File: src/rtl/stdp_weight_update_pkg.sv
// Shared constants, types and helpers for the STDP synapse weight-update block.
// Optional feature macro: STDP_DEPRESS_EN (enables depression on pre spikes).
package stdp_weight_update_pkg;

    localparam int                CNT_W      = 5;
    localparam logic [CNT_W-1:0]  CNT_SAT    = 5'd31;
    localparam int                WEIGHT_W   = 8;

    localparam int                DEF_W_INIT = 64;
    localparam int                DEF_A_MAX  = 16;
    localparam int                DEF_WINDOW = 15;

    typedef enum logic [1:0] {
        UPD_NONE,
        UPD_LTP,
        UPD_LTD
    } upd_kind_t;

    // Age of the partner spike as seen on the edge now being taken: the
    // stored count plus the cycle that is ending, held at saturation.
    function automatic logic [CNT_W-1:0] spike_age(input logic [CNT_W-1:0] cnt);
        return (cnt == CNT_SAT) ? CNT_SAT : cnt + 1'b1;
    endfunction

    // A spike age qualifies for learning when it lies in 1..window.
    function automatic logic in_window(input logic [CNT_W-1:0] c, input int window);
        return (c != '0) && (int'({{(32-CNT_W){1'b0}}, c}) <= window);
    endfunction

    // Step size halves for every four cycles of age; A_MAX fits in the weight width.
    function automatic logic [WEIGHT_W:0] stdp_delta(input int a_max, input logic [CNT_W-1:0] c);
        logic [WEIGHT_W:0] base;
        base = {1'b0, a_max[WEIGHT_W-1:0]};
        return base >> c[CNT_W-1:2];
    endfunction

endpackage

File: src/rtl/stdp_weight_update_if.sv
// Spike inputs and weight/update outputs of the STDP synapse.
interface stdp_weight_update_if;
    import stdp_weight_update_pkg::*;

    logic                learn_en;
    logic                pre_spike;
    logic                post_spike;
    logic [WEIGHT_W-1:0] weight;
    logic [WEIGHT_W-1:0] syn_current;
    logic                update_w_flag;
    logic                ltp;
    logic [3:0]          time_diff;

    modport master (
        output learn_en, pre_spike, post_spike,
        input  weight, syn_current, update_w_flag, ltp, time_diff
    );

    modport slave (
        input  learn_en, pre_spike, post_spike,
        output weight, syn_current, update_w_flag, ltp, time_diff
    );

endinterface

File: src/rtl/stdp_spike_timer.sv
// Saturating counter of cycles elapsed since the most recent spike.
module stdp_spike_timer
    import stdp_weight_update_pkg::*;
(
    input  logic             clk,
    input  logic             rst_n,
    input  logic             spike,
    output logic [CNT_W-1:0] cnt
);

    // Restart on a spike, otherwise count up and stick at the saturation value.
    always_ff @(posedge clk) begin
        if (!rst_n) begin
            cnt <= CNT_SAT;
        end else if (spike) begin
            cnt <= '0;
        end else if (cnt != CNT_SAT) begin
            cnt <= cnt + 1'b1;
        end
    end

endmodule

File: src/rtl/stdp_weight_update.sv
// Pair-based STDP synapse: potentiates on post-after-pre, optionally depresses
// on pre-after-post, and drives the weighted presynaptic current.
// Optional feature macro: STDP_DEPRESS_EN (depression on pre spikes).
module stdp_weight_update
    import stdp_weight_update_pkg::*;
#(
    parameter int W_INIT = DEF_W_INIT,
    parameter int A_MAX  = DEF_A_MAX,
    parameter int WINDOW = DEF_WINDOW
) (
    input  logic                 clk,
    input  logic                 rst_n,
    stdp_weight_update_if.slave  bus
);

`ifdef STDP_DEPRESS_EN
    localparam bit DEPRESS_EN = 1'b1;
`else
    localparam bit DEPRESS_EN = 1'b0;
`endif

    localparam logic [WEIGHT_W-1:0] W_INIT_V = W_INIT[WEIGHT_W-1:0];
    localparam logic [WEIGHT_W-1:0] W_MAX_V  = '1;

    logic [CNT_W-1:0]    pre_cnt;
    logic [CNT_W-1:0]    post_cnt;
    logic [CNT_W-1:0]    pre_age;
    logic [CNT_W-1:0]    post_age;
    logic [CNT_W-1:0]    partner_age;
    upd_kind_t           upd_kind;
    logic [WEIGHT_W:0]   delta;
    logic [WEIGHT_W:0]   sum;
    logic [WEIGHT_W-1:0] weight_next;

    logic [WEIGHT_W-1:0] weight_q;
    logic [WEIGHT_W-1:0] syn_q;
    logic                flag_q;
    logic                ltp_q;
    logic [3:0]          td_q;

    stdp_spike_timer u_pre_timer (
        .clk   (clk),
        .rst_n (rst_n),
        .spike (bus.pre_spike),
        .cnt   (pre_cnt)
    );

    stdp_spike_timer u_post_timer (
        .clk   (clk),
        .rst_n (rst_n),
        .spike (bus.post_spike),
        .cnt   (post_cnt)
    );

    assign pre_age  = spike_age(pre_cnt);
    assign post_age = spike_age(post_cnt);

    // Decide which rule fires this edge and compute the saturated new weight;
    // coincident spikes cancel each other and never update.
    always_comb begin
        upd_kind    = UPD_NONE;
        partner_age = '0;
        if (bus.learn_en && bus.post_spike && !bus.pre_spike && in_window(pre_age, WINDOW)) begin
            upd_kind    = UPD_LTP;
            partner_age = pre_age;
        end else if (DEPRESS_EN && bus.learn_en && bus.pre_spike && !bus.post_spike &&
                     in_window(post_age, WINDOW)) begin
            upd_kind    = UPD_LTD;
            partner_age = post_age;
        end

        delta       = stdp_delta(A_MAX, partner_age);
        sum         = {1'b0, weight_q} + delta;
        weight_next = weight_q;
        case (upd_kind)
            UPD_LTP: weight_next = sum[WEIGHT_W] ? W_MAX_V : sum[WEIGHT_W-1:0];
            UPD_LTD: weight_next = (delta > {1'b0, weight_q}) ? '0
                                   : weight_q - delta[WEIGHT_W-1:0];
            default: weight_next = weight_q;
        endcase
    end

    // Register weight, drive current and update status on the spike-sampling edge.
    always_ff @(posedge clk) begin
        if (!rst_n) begin
            weight_q <= W_INIT_V;
            syn_q    <= '0;
            flag_q   <= 1'b0;
            ltp_q    <= 1'b0;
            td_q     <= '0;
        end else begin
            syn_q  <= bus.pre_spike ? weight_q : '0;
            flag_q <= (upd_kind != UPD_NONE);
            if (upd_kind != UPD_NONE) begin
                weight_q <= weight_next;
                ltp_q    <= (upd_kind == UPD_LTP);
                td_q     <= partner_age[3:0];
            end
        end
    end

    assign bus.weight        = weight_q;
    assign bus.syn_current   = syn_q;
    assign bus.update_w_flag = flag_q;
    assign bus.ltp           = ltp_q;
    assign bus.time_diff     = td_q;

endmodule
File: src/flat_wrapper.sv
// flat-port wrapper written by rule: the top's interface ports become plain ports
module stdp_weight_update_flat import stdp_weight_update_pkg::*;
#(
    parameter int W_INIT = DEF_W_INIT,
    parameter int A_MAX  = DEF_A_MAX,
    parameter int WINDOW = DEF_WINDOW
)
  (clk, rst_n, bus_learn_en, bus_pre_spike, bus_post_spike, bus_weight, bus_syn_current, bus_update_w_flag, bus_ltp, bus_time_diff);
  stdp_weight_update_if bus_i ();
  input  logic clk;
  input  logic rst_n;
  input wire logic [$bits(bus_i.learn_en)-1:0] bus_learn_en;
  input wire logic [$bits(bus_i.pre_spike)-1:0] bus_pre_spike;
  input wire logic [$bits(bus_i.post_spike)-1:0] bus_post_spike;
  output wire logic [$bits(bus_i.weight)-1:0] bus_weight;
  output wire logic [$bits(bus_i.syn_current)-1:0] bus_syn_current;
  output wire logic [$bits(bus_i.update_w_flag)-1:0] bus_update_w_flag;
  output wire logic [$bits(bus_i.ltp)-1:0] bus_ltp;
  output wire logic [$bits(bus_i.time_diff)-1:0] bus_time_diff;
  assign bus_i.learn_en = bus_learn_en;
  assign bus_i.pre_spike = bus_pre_spike;
  assign bus_i.post_spike = bus_post_spike;
  assign bus_weight = bus_i.weight;
  assign bus_syn_current = bus_i.syn_current;
  assign bus_update_w_flag = bus_i.update_w_flag;
  assign bus_ltp = bus_i.ltp;
  assign bus_time_diff = bus_i.time_diff;
  stdp_weight_update #(.W_INIT(W_INIT), .A_MAX(A_MAX), .WINDOW(WINDOW)) u_core (.clk(clk), .rst_n(rst_n), .bus(bus_i));
endmodule
File: config.mk
export PLATFORM = sky130hd
export DESIGN_NAME = stdp_weight_update_flat
export DESIGN_NICKNAME = d
export VERILOG_FILES = /design/src/rtl/stdp_weight_update_pkg.sv /design/src/rtl/stdp_weight_update_if.sv /design/src/rtl/stdp_spike_timer.sv /design/src/rtl/stdp_weight_update.sv /design/src/flat_wrapper.sv
export SDC_FILE = /design/constraint.sdc
export NUM_CORES = 1
export LEC_CHECK = 0
export BUFFER_PORTS_ARGS = -buffer_cell sky130_fd_sc_hd__buf_2
export CAP_MARGIN = 25
export CELL_PAD_IN_SITES_DETAIL_PLACEMENT = 0
export CELL_PAD_IN_SITES_GLOBAL_PLACEMENT = 1
export CORE_MARGIN = 2
export CORE_UTILIZATION = 25
export CTS_BUF_LIST = sky130_fd_sc_hd__clkbuf_2
export CTS_CLUSTER_DIAMETER = 30
export DETAILED_ROUTE_END_ITERATION = 8
export PLACE_DENSITY = 0.57
export REMOVE_ABC_BUFFERS = 1
export SYNTH_ARGS = -nofsm -noshare
export SYNTH_HDL_FRONTEND = slang
export SYNTH_SLANG_ARGS = --single-unit
File: constraint.sdc
create_clock -name clk -period 2.82 [get_ports clk]
set_clock_uncertainty 0.1 [all_clocks]
set_input_delay 0.141 -clock clk [delete_from_list [all_inputs] [get_ports clk]]
set_output_delay 0.141 -clock clk [all_outputs]
set_load 0.05 [all_outputs]
==> Implementation_results.wiki, run 1 <==
{| class="wikitable"
! Metric !! Value
|-
| Status || complete, no violations
|-
| Port Buffer Count || 26
|-
| Antenna-violating nets left || 0
|-
| Wire length of the first global-routing pass || 5.499 mm
|-
| Distinct cell type count after synthesis || 42
|-
| CP required || roughly 3.0 ns
|-
| Power density over cell area || approximately 430 nW/um2
|-
| Fraction of post-synthesis cell area in the top cell type by area || slightly above 40%
|-
| CTS clock-pin slew for the worst setup and hold paths || about 0.26 ns
|-
| Critical register-to-register path startpoint || u_core.u_pre_timer.cnt[0]$_SDFFE_PN1P_
|-
| Number of sinks handled by clock tree synthesis || 27
|-
| Number of H-tree levels || 1
|-
| Buf/Inv on CP || 0
|-
| Buffer levels on the longest clock path || 2
|-
| P&R area growth vs syn || 29.66%
|-
| Crit-path max FO || 4
|-
| Max Cap Viol || 0
|-
| Post-synth EDFFs || 0
|-
| Detailed Routing Iterations Pass 1 || 4
|-
| Delay of the slowest critical-path stage || around 0.41 ns
|-
| Layout net count || 193
|-
| Skew-Pair Late Insertion Delay || 0.34 ns
|-
| Routed wire length || around 3.2 mm
|-
| Number of antenna violations at the first check in global routing || 0
|-
| Source of the worst hold timing path || bus_pre_spike
|-
| Core Region || between 5000 and 6000 um2
|-
| Height of the die || ~77 um
|-
| Minimum period implied by the final worst setup slack || 2.695 ns
|-
| Remaining global-route overflow || 0
|-
| Overall die width || around 77 um
|-
| Type of the most critical hold path || input port to flip-flop
|-
| Area of placed instances || ~1600 um2
|-
| Fraction of final layout cells with drive strength greater than 1 || between 30% and 40%
|-
| Fin. max-slew vios || 0
|-
| Crit path capture type || flip-flop
|-
| Delay-heaviest family, CP || compound AO/OA/AOI/OAI gates
|-
| Mapped Area || roughly 1300 um2
|-
| Ranking of synthesized cells by area || dfxtp_1 (41%), ha_1 (8.6%), and3_1 (4.3%)
|-
| Cell with the most instances after synthesis || dfxtp_1
|-
| Count of synthesis-stage warnings from yosys || 0
|-
| Mean cell area of the mapped netlist || about 9.5 um2
|-
| Count of pins on the block boundary || 27
|-
| Worst Path Class, Setup || flip-flop to flip-flop
|-
| DRC Markers || 0
|-
| Synthesized instance count || roughly 140
|-
| Antenna fix cells || 0
|-
| Crit path cell chain || ha_4 > nand3_2 > ha_4 > and4b_2 > nand2_1 > nor2_1 > ha_1 > nor2b_2 > o31a_1 > o21bai_2 > nand2_1 > o311a_1
|-
| Most frequent cells after synthesis || dfxtp_1 (27), and3_1 (9), ha_1 (9)
|-
| Final hold vios || 0
|-
| Worst-path cell with the longest stage delay || dfxtp_2
|-
| DR iter-0 viols || 43
|-
| Area of the die || 5861 um2
|-
| Post-Layout Inst Area || around 1700 um2
|-
| Number of global-route vias before repair || between 1000 and 1500
|-
| Number of buffers inserted during clock tree synthesis || 3
|-
| Kind of launch point of the worst setup path || flip-flop
|-
| Starting Density || about 26%
|-
| Lkg Pwr || 0.0007777 uW
|-
| Post-synth ARST share || 0%
|-
| Worst reg-to-reg setup slack || between 0.1 and 0.15 ns
|-
| Worst setup timing slack at the placement stage || -0.005066 ns
|-
| Top achievable clock speed || ~370 MHz
|-
| Sequential area share after synthesis || approximately two fifths
|-
| Most area-hungry cell type in the Yosys netlist || dfxtp_1
|-
| FILL cells || 542
|-
| Peak VDD IR || between 0.00015 and 0.0002 V
|-
| Largest net degree at the start of global routing || 22
|-
| Library cell used as clock root buffer || clkbuf_2
|-
| # rows || 26
|-
| Count of state elements after synthesis || 27
|-
| Main synth FF type || dfxtp_1
|-
| Worst Path Arrival || between 2 and 3 ns
|-
| Crit Reg-Reg Endpoint || u_core.bus.weight[5]$_SDFFE_PN0N_
|-
| Worst r2r path cells || 12
|-
| Footprint of the multi-input gates || 788.3 um2
|-
| Setup-violating endpoint count in the final report || 0
|-
| Overall Global Routing Usage || around 11%
|-
| Final GP Congestion || 0.7791
|-
| Sequential cell area || 543.0 um2
|-
| Vias after detailed routing || 1135
|-
| Minimum setup slack in the final design || ~0.13 ns
|-
| Post-DP HPWL || 2.407 mm
|-
| Sink of the worst hold path || u_core.u_pre_timer.cnt[0]$_SDFFE_PN1P_
|-
| Routed length per placed instance || roughly 13 um
|-
| Worst hold slack after final layout || ~0.084 ns
|-
| Via density || around 4.6
|-
| Final critical-path share of the clock period || approximately 96%
|-
| Hold depth || 3
|-
| Clock tree from TritonCTS || built
|}
cell usage in the layout, fill, tap and decap left out, types with 3 or more instances in the layout:
| master | n |
|---|---|
| nand2_1 | 6 |
| o21ai_1 | 3 |
| a21o_1 | 3 |
| clkbuf_2 | 3 |
| nor2b_1 | 4 |
| nor2_1 | 8 |
| nand3_1 | 4 |
| xor2_1 | 3 |
| ha_4 | 3 |
| a21oi_1 | 3 |
| and3_1 | 9 |
| ha_1 | 6 |
| inv_1 | 7 |
| dfxtp_1 | 25 |
| xnor2_1 | 3 |
| buf_4 | 13 |
| buf_2 | 26 |
| o21ai_0 | 6 |
flip-flops by register name, indices dropped and copies added (netlist names):
| name | flops |
|---|---|
| u_core.bus.ltp | 1 |
| u_core.bus.syn_current | 8 |
| u_core.bus.time_diff | 4 |
| u_core.bus.update_w_flag | 1 |
| u_core.bus.weight | 8 |
| u_core.u_pre_timer.cnt | 5 |
worst max-delay path by stage:
stage,depth (start not counted),startpoint,to,slack (ns)
2_1_floorplan,13,u_core.u_pre_timer.cnt[0]$_SDFFE_PN1P_,u_core.bus.weight[0]$_SDFFE_PN0N_,-0.02
3_3_place_gp,12,u_core.u_pre_timer.cnt[0]$_SDFFE_PN1P_,u_core.bus.weight[7]$_SDFFE_PN0N_,0.04
3_5_place_dp,13,u_core.u_pre_timer.cnt[1]$_SDFFE_PN1P_,u_core.bus.weight[0]$_SDFFE_PN0N_,-0.005
4_1_cts,12,u_core.u_pre_timer.cnt[0]$_SDFFE_PN1P_,u_core.bus.weight[6]$_SDFFE_PN1N_,-0.01
5_1_grt,13,u_core.u_pre_timer.cnt[0]$_SDFFE_PN1P_,u_core.bus.weight[0]$_SDFFE_PN0N_,-0.01
6_report,12,u_core.u_pre_timer.cnt[0]$_SDFFE_PN1P_,u_core.bus.weight[5]$_SDFFE_PN0N_,0.13
through the flow:
stage / cells / total power, uW / TNS, ns / util [%]
CTS: 242 / 723.9 / -0.01479 / 31.28
global placement: 238 / 566.0 / 0 / 30.74
detailed placement: 238 / 567.9 / -0.005185 / 30.74
global route: 247 / 787.6 / -0.02304 / 33.42
finish: 247 / 729.9 / 0 / 33.42
floorplan: 133 / 517.7 / -0.03238 / -
where the power goes:
part	total, uW	switching (uW)	internal (uW)
sequential	414	15.6	399
combinational	167	96.6	70.4
clock	149	117	32.2
cells by family after synthesis:
logic type               count (synthesis)  synth area share [%]
AO/OA/AOI/OAI                           36                 20.44
buffers and inverters                   14                 4.657
XOR/XNOR                                 6                 3.993
adder cells (fa/ha/maj)                 10                 10.08
multiplexers                             2                 1.521
flip-flops                              27                 41.06
other                                    1                0.2849
AND/OR/NAND/NOR                         43                 17.97
tightest hold or removal path, stage by stage:
cell and delay, ns:
buf_2 0.11, buf_4 0.18, o21ai_0 0.10
cell type report:
type | count | area share, %
Clock buffer | 3 | 0.8798
Clock inverter | 1 | 0.2933
Inverter | 8 | 1.760
Multi-Input combinational cell | 98 | 46.19
Sequential cell | 27 | 31.82
Tap cell | 70 | 5.132
Timing Repair Buffer | 40 | 13.93
repair_timing:
item | 4_1_cts | 5_1_grt
hold endpoints to repair | 0 | 2
pin swaps | 0 | 5
endpoints found under the setup margin | 5 | 8
hold buffers | 0 | 1
gates resized for setup | 3 | 17
setup buffers | 0 | 4
gates cloned | 0 | 0
per-layer routing:
layer / GRT usage, % / vias up / wire length [um]
li1: - / 574 / -
met1: 14.99 / 544 / 1543
met2: 19.65 / 15 / 1576
met3: 1.540 / 2 / 89
met4: 2.182 / 0 / 12
met5: 0 / - / 0
No activity file was read; power rests on OpenSTA's default activity.
==> run 2, diff against run 1 <==
Settings changed: CORE_UTILIZATION 25 to 38, GPL_TIMING_DRIVEN from default to 0, PLACE_DENSITY 0.57 to 0.8, SYNTH_HIERARCHICAL from default to 1.
==> Implementation_results.wiki, run 2 <==
{| class="wikitable"
! Metric !! Value
|-
| Relative slew slack || slightly below 60%
|-
| Count of state elements after synthesis || 27
|-
| Fin. max-slew vios || 0
|-
| Kind of launch point of the worst setup path || flip-flop
|-
| Worst-path cell with the longest stage delay || dfxtp_4
|-
| Height of the die || between 60 and 70 um
|-
| Number of global-route vias before repair || 1157
|-
| Power density over cell area || between 400 and 500 nW/um2
|-
| Final GP Congestion || between 0.7 and 0.8
|-
| Antenna-violating nets left || 0
|-
| Non-filler cells in the finished layout || ~240
|-
| Fraction of final layout cells with drive strength greater than 1 || between 30% and 40%
|-
| Peak VDD IR || ~0.00016 V
|-
| Final hold vios || 0
|-
| Count of pins on the block boundary || 27
|-
| Util after Layout || ~54%
|-
| Synthesized instance count || 140
|-
| CTS clock-pin slew for the worst setup and hold paths || approximately 0.23 ns
|-
| Most frequent cells after synthesis || dfxtp_1 (27), and3_1 (9), nor2_1 (9)
|-
| Delay of the slowest critical-path stage || about 0.4 ns
|-
| Number of sinks handled by clock tree synthesis || 27
|-
| DR iter-0 viols || 39
|-
| Via density || between 5 and 6
|-
| Antenna fix cells || 0
|-
| Worst Path Class, Setup || flip-flop to flip-flop
|-
| Crit path cell chain || ha_4 > or2_4 > o31ai_4 > a21oi_4 > nand2_2 > nor2_2 > ha_1 > nor2b_4 > o31a_1 > or2_4 > nand4_1 > buf_6 > a31oi_1
|-
| Clock tree from TritonCTS || built
|-
| Setup-violating endpoint count in the final report || 0
|-
| Cell with the most instances after synthesis || dfxtp_1
|-
| Count of synthesis-stage warnings from yosys || 6
|-
| Worst hold slack after final layout || approximately 0.035 ns
|-
| Library cell appearing most often on the critical path || or2_4
|-
| Detailed Routing Iterations Pass 1 || 4
|-
| Number of buffers inserted during clock tree synthesis || 3
|-
| P&R area growth vs syn || 37.05%
|-
| DRC Markers || 0
|-
| Post-Layout Inst Area || around 1800 um2
|-
| Number of antenna violations at the first check in global routing || 0
|-
| Wire length of the first global-routing pass || ~5.4 mm
|-
| Area of placed instances || around 1500 um2
|-
| Distinct cell type count after synthesis || between 40 and 50
|-
| # rows || 21
|-
| Most area-hungry cell type in the Yosys netlist || dfxtp_1
|-
| Overall die width || about 63 um
|-
| Minimum period implied by the final worst setup slack || ~2.8 ns
|-
| Status || complete, no violations
|-
| Layout net count || around 200
|-
| Port Buffer Count || 26
|-
| Buffer levels on the longest clock path || 2
|-
| FILL cells || 323
|-
| Core Region || between 3000 and 4000 um2
|-
| Starting Density || around two fifths
|-
| Top achievable clock speed || roughly 360 MHz
|-
| Type of the most critical hold path || input port to flip-flop
|-
| Routed wire length || approximately 3.4 mm
|-
| Skew-Pair Late Insertion Delay || 0.35 ns
|-
| Number of H-tree levels || 1
|-
| Post-synth EDFFs || 0
|-
| Overall Global Routing Usage || between 10% and 20%
|-
| Library cell used as clock root buffer || clkbuf_2
|-
| Lkg Pwr || 0.0008152 uW
|-
| Unrepaired setup endpoints after global routing || yes
|-
| Number of placed instances with taps included || between 200 and 250
|-
| Main synth FF type || dfxtp_1
|-
| Sequential area share after synthesis || slightly above 40%
|-
| Post-synth ARST share || 0%
|-
| Mapped Area || 1324 um2
|-
| Final critical-path share of the clock period || 98.64%
|-
| Fraction of post-synthesis cell area in the top cell type by area || between 40% and 50%
|-
| Mean cell area of the mapped netlist || between 9 and 10 um2
|-
| Number of cells on the critical path || 13
|-
| Max Cap Viol || 0
|-
| Commonest non-fill, non-tap cell in the layout || buf_2
|-
| Post-DP HPWL || 1.969 mm
|-
| Ranking of synthesized cells by area || dfxtp_1 (41%), ha_1 (7.6%), and3_1 (4.3%)
|-
| Worst r2r path cells || 13
|-
| Hold depth || 2
|-
| CP required || roughly 3.0 ns
|-
| Crit-path max FO || 5
|-
| Largest net degree at the start of global routing || 21
|-
| Buf/Inv on CP || 1
|-
| Remaining global-route overflow || 0
|-
| Crit path capture type || flip-flop
|-
| Vias after detailed routing || between 1000 and 1500
|-
| Slew at the pin closest to its max-slew limit || 0.6339 ns
|-
| Routed length per placed instance || 14.44 um
|-
| Area of the die || roughly 4000 um2
|-
| Highest-count cells in the layout ignoring fill and taps || buf_2 (26), dfxtp_1 (24), buf_4 (13)
|-
| Worst Path Arrival || about 3 ns
|-
| Delay-heaviest family, CP || simple AND/OR/NAND/NOR gates
|}
==> run 2: cells by family after synthesis <==
kind of cell | after synthesis | share of synthesized area, %
and+or+nand+nor | 42 | 17.68
AOI/OAI and AO/OA | 40 | 22.12
DFF | 27 | 40.83
buffers and inverters | 13 | 4.537
adders and majority gates | 9 | 9.074
xor gates and xnor gates | 6 | 3.970
muxes | 2 | 1.512
other | 1 | 0.2833
==> run 2: report_power, final <==
part,internal [uW],switching (uW)
Combinational,79.3,105
Sequential,398,19.6
Clock,37.4,108
==> run 2: area by class of cell <==
type                    instances  area [um2]  share of cell area (%)
repair buffers                 50       346.6                   19.10
clock buffers                   4       20.02                   1.103
well taps                      46       57.56                   3.172
inverters                       9       33.78                   1.862
multi-input cells             101       807.0                   44.48
flip-flops and latches         27       549.3                   30.28
==> run 2: worst paths after layout <==
path / start / end / slack (ns)
worst max-delay path: u_core/u_pre_timer/cnt[1]$_SDFFE_PN1P_ / u_core/bus.weight[2]$_SDFFE_PN0N_ / 0.04
worst min-delay path: bus_pre_spike / u_core/u_pre_timer/cnt[1]$_SDFFE_PN1P_ / 0.03
worst max register to register: u_core/u_pre_timer/cnt[1]$_SDFFE_PN1P_ / u_core/bus.weight[2]$_SDFFE_PN0N_ / 0.04
worst min register to register: u_core/bus.time_diff[2]$_SDFFE_PN0N_ / u_core/bus.time_diff[2]$_SDFFE_PN0N_ / 0.40
==> run 2: metal layers <==
layer	vias up	GRT usage (%)	wire length, um
li1	612	-	-
met1	601	22.91	1588
met2	27	27.93	1642
met3	7	2.162	123
met4	0	6.667	69
met5	-	0	0
==> run 2: timing repair <==
action                                  CTS  global route
buffers inserted                         18             3
gates cloned                              1             0
endpoints found under the hold margin     3             0
pin swaps                                 7            11
endpoints found under the setup margin    8             9
hold buffers                              4             0
resized for setup                        17            12
==> run 2: through the flow <==
step | setup slack [ns] | power, uW | setup TNS, ns
3_3_place_gp | -0.6280 | 549.0 | -4.816
4_1_cts | 0.01084 | 738.6 | 0
5_1_grt | -0.09122 | 788.2 | -0.6380
2_1_floorplan | -0.2592 | 521.6 | -1.518
6_report | 0.03834 | 748.1 | 0
3_5_place_dp | -0.6902 | 554.3 | -5.251
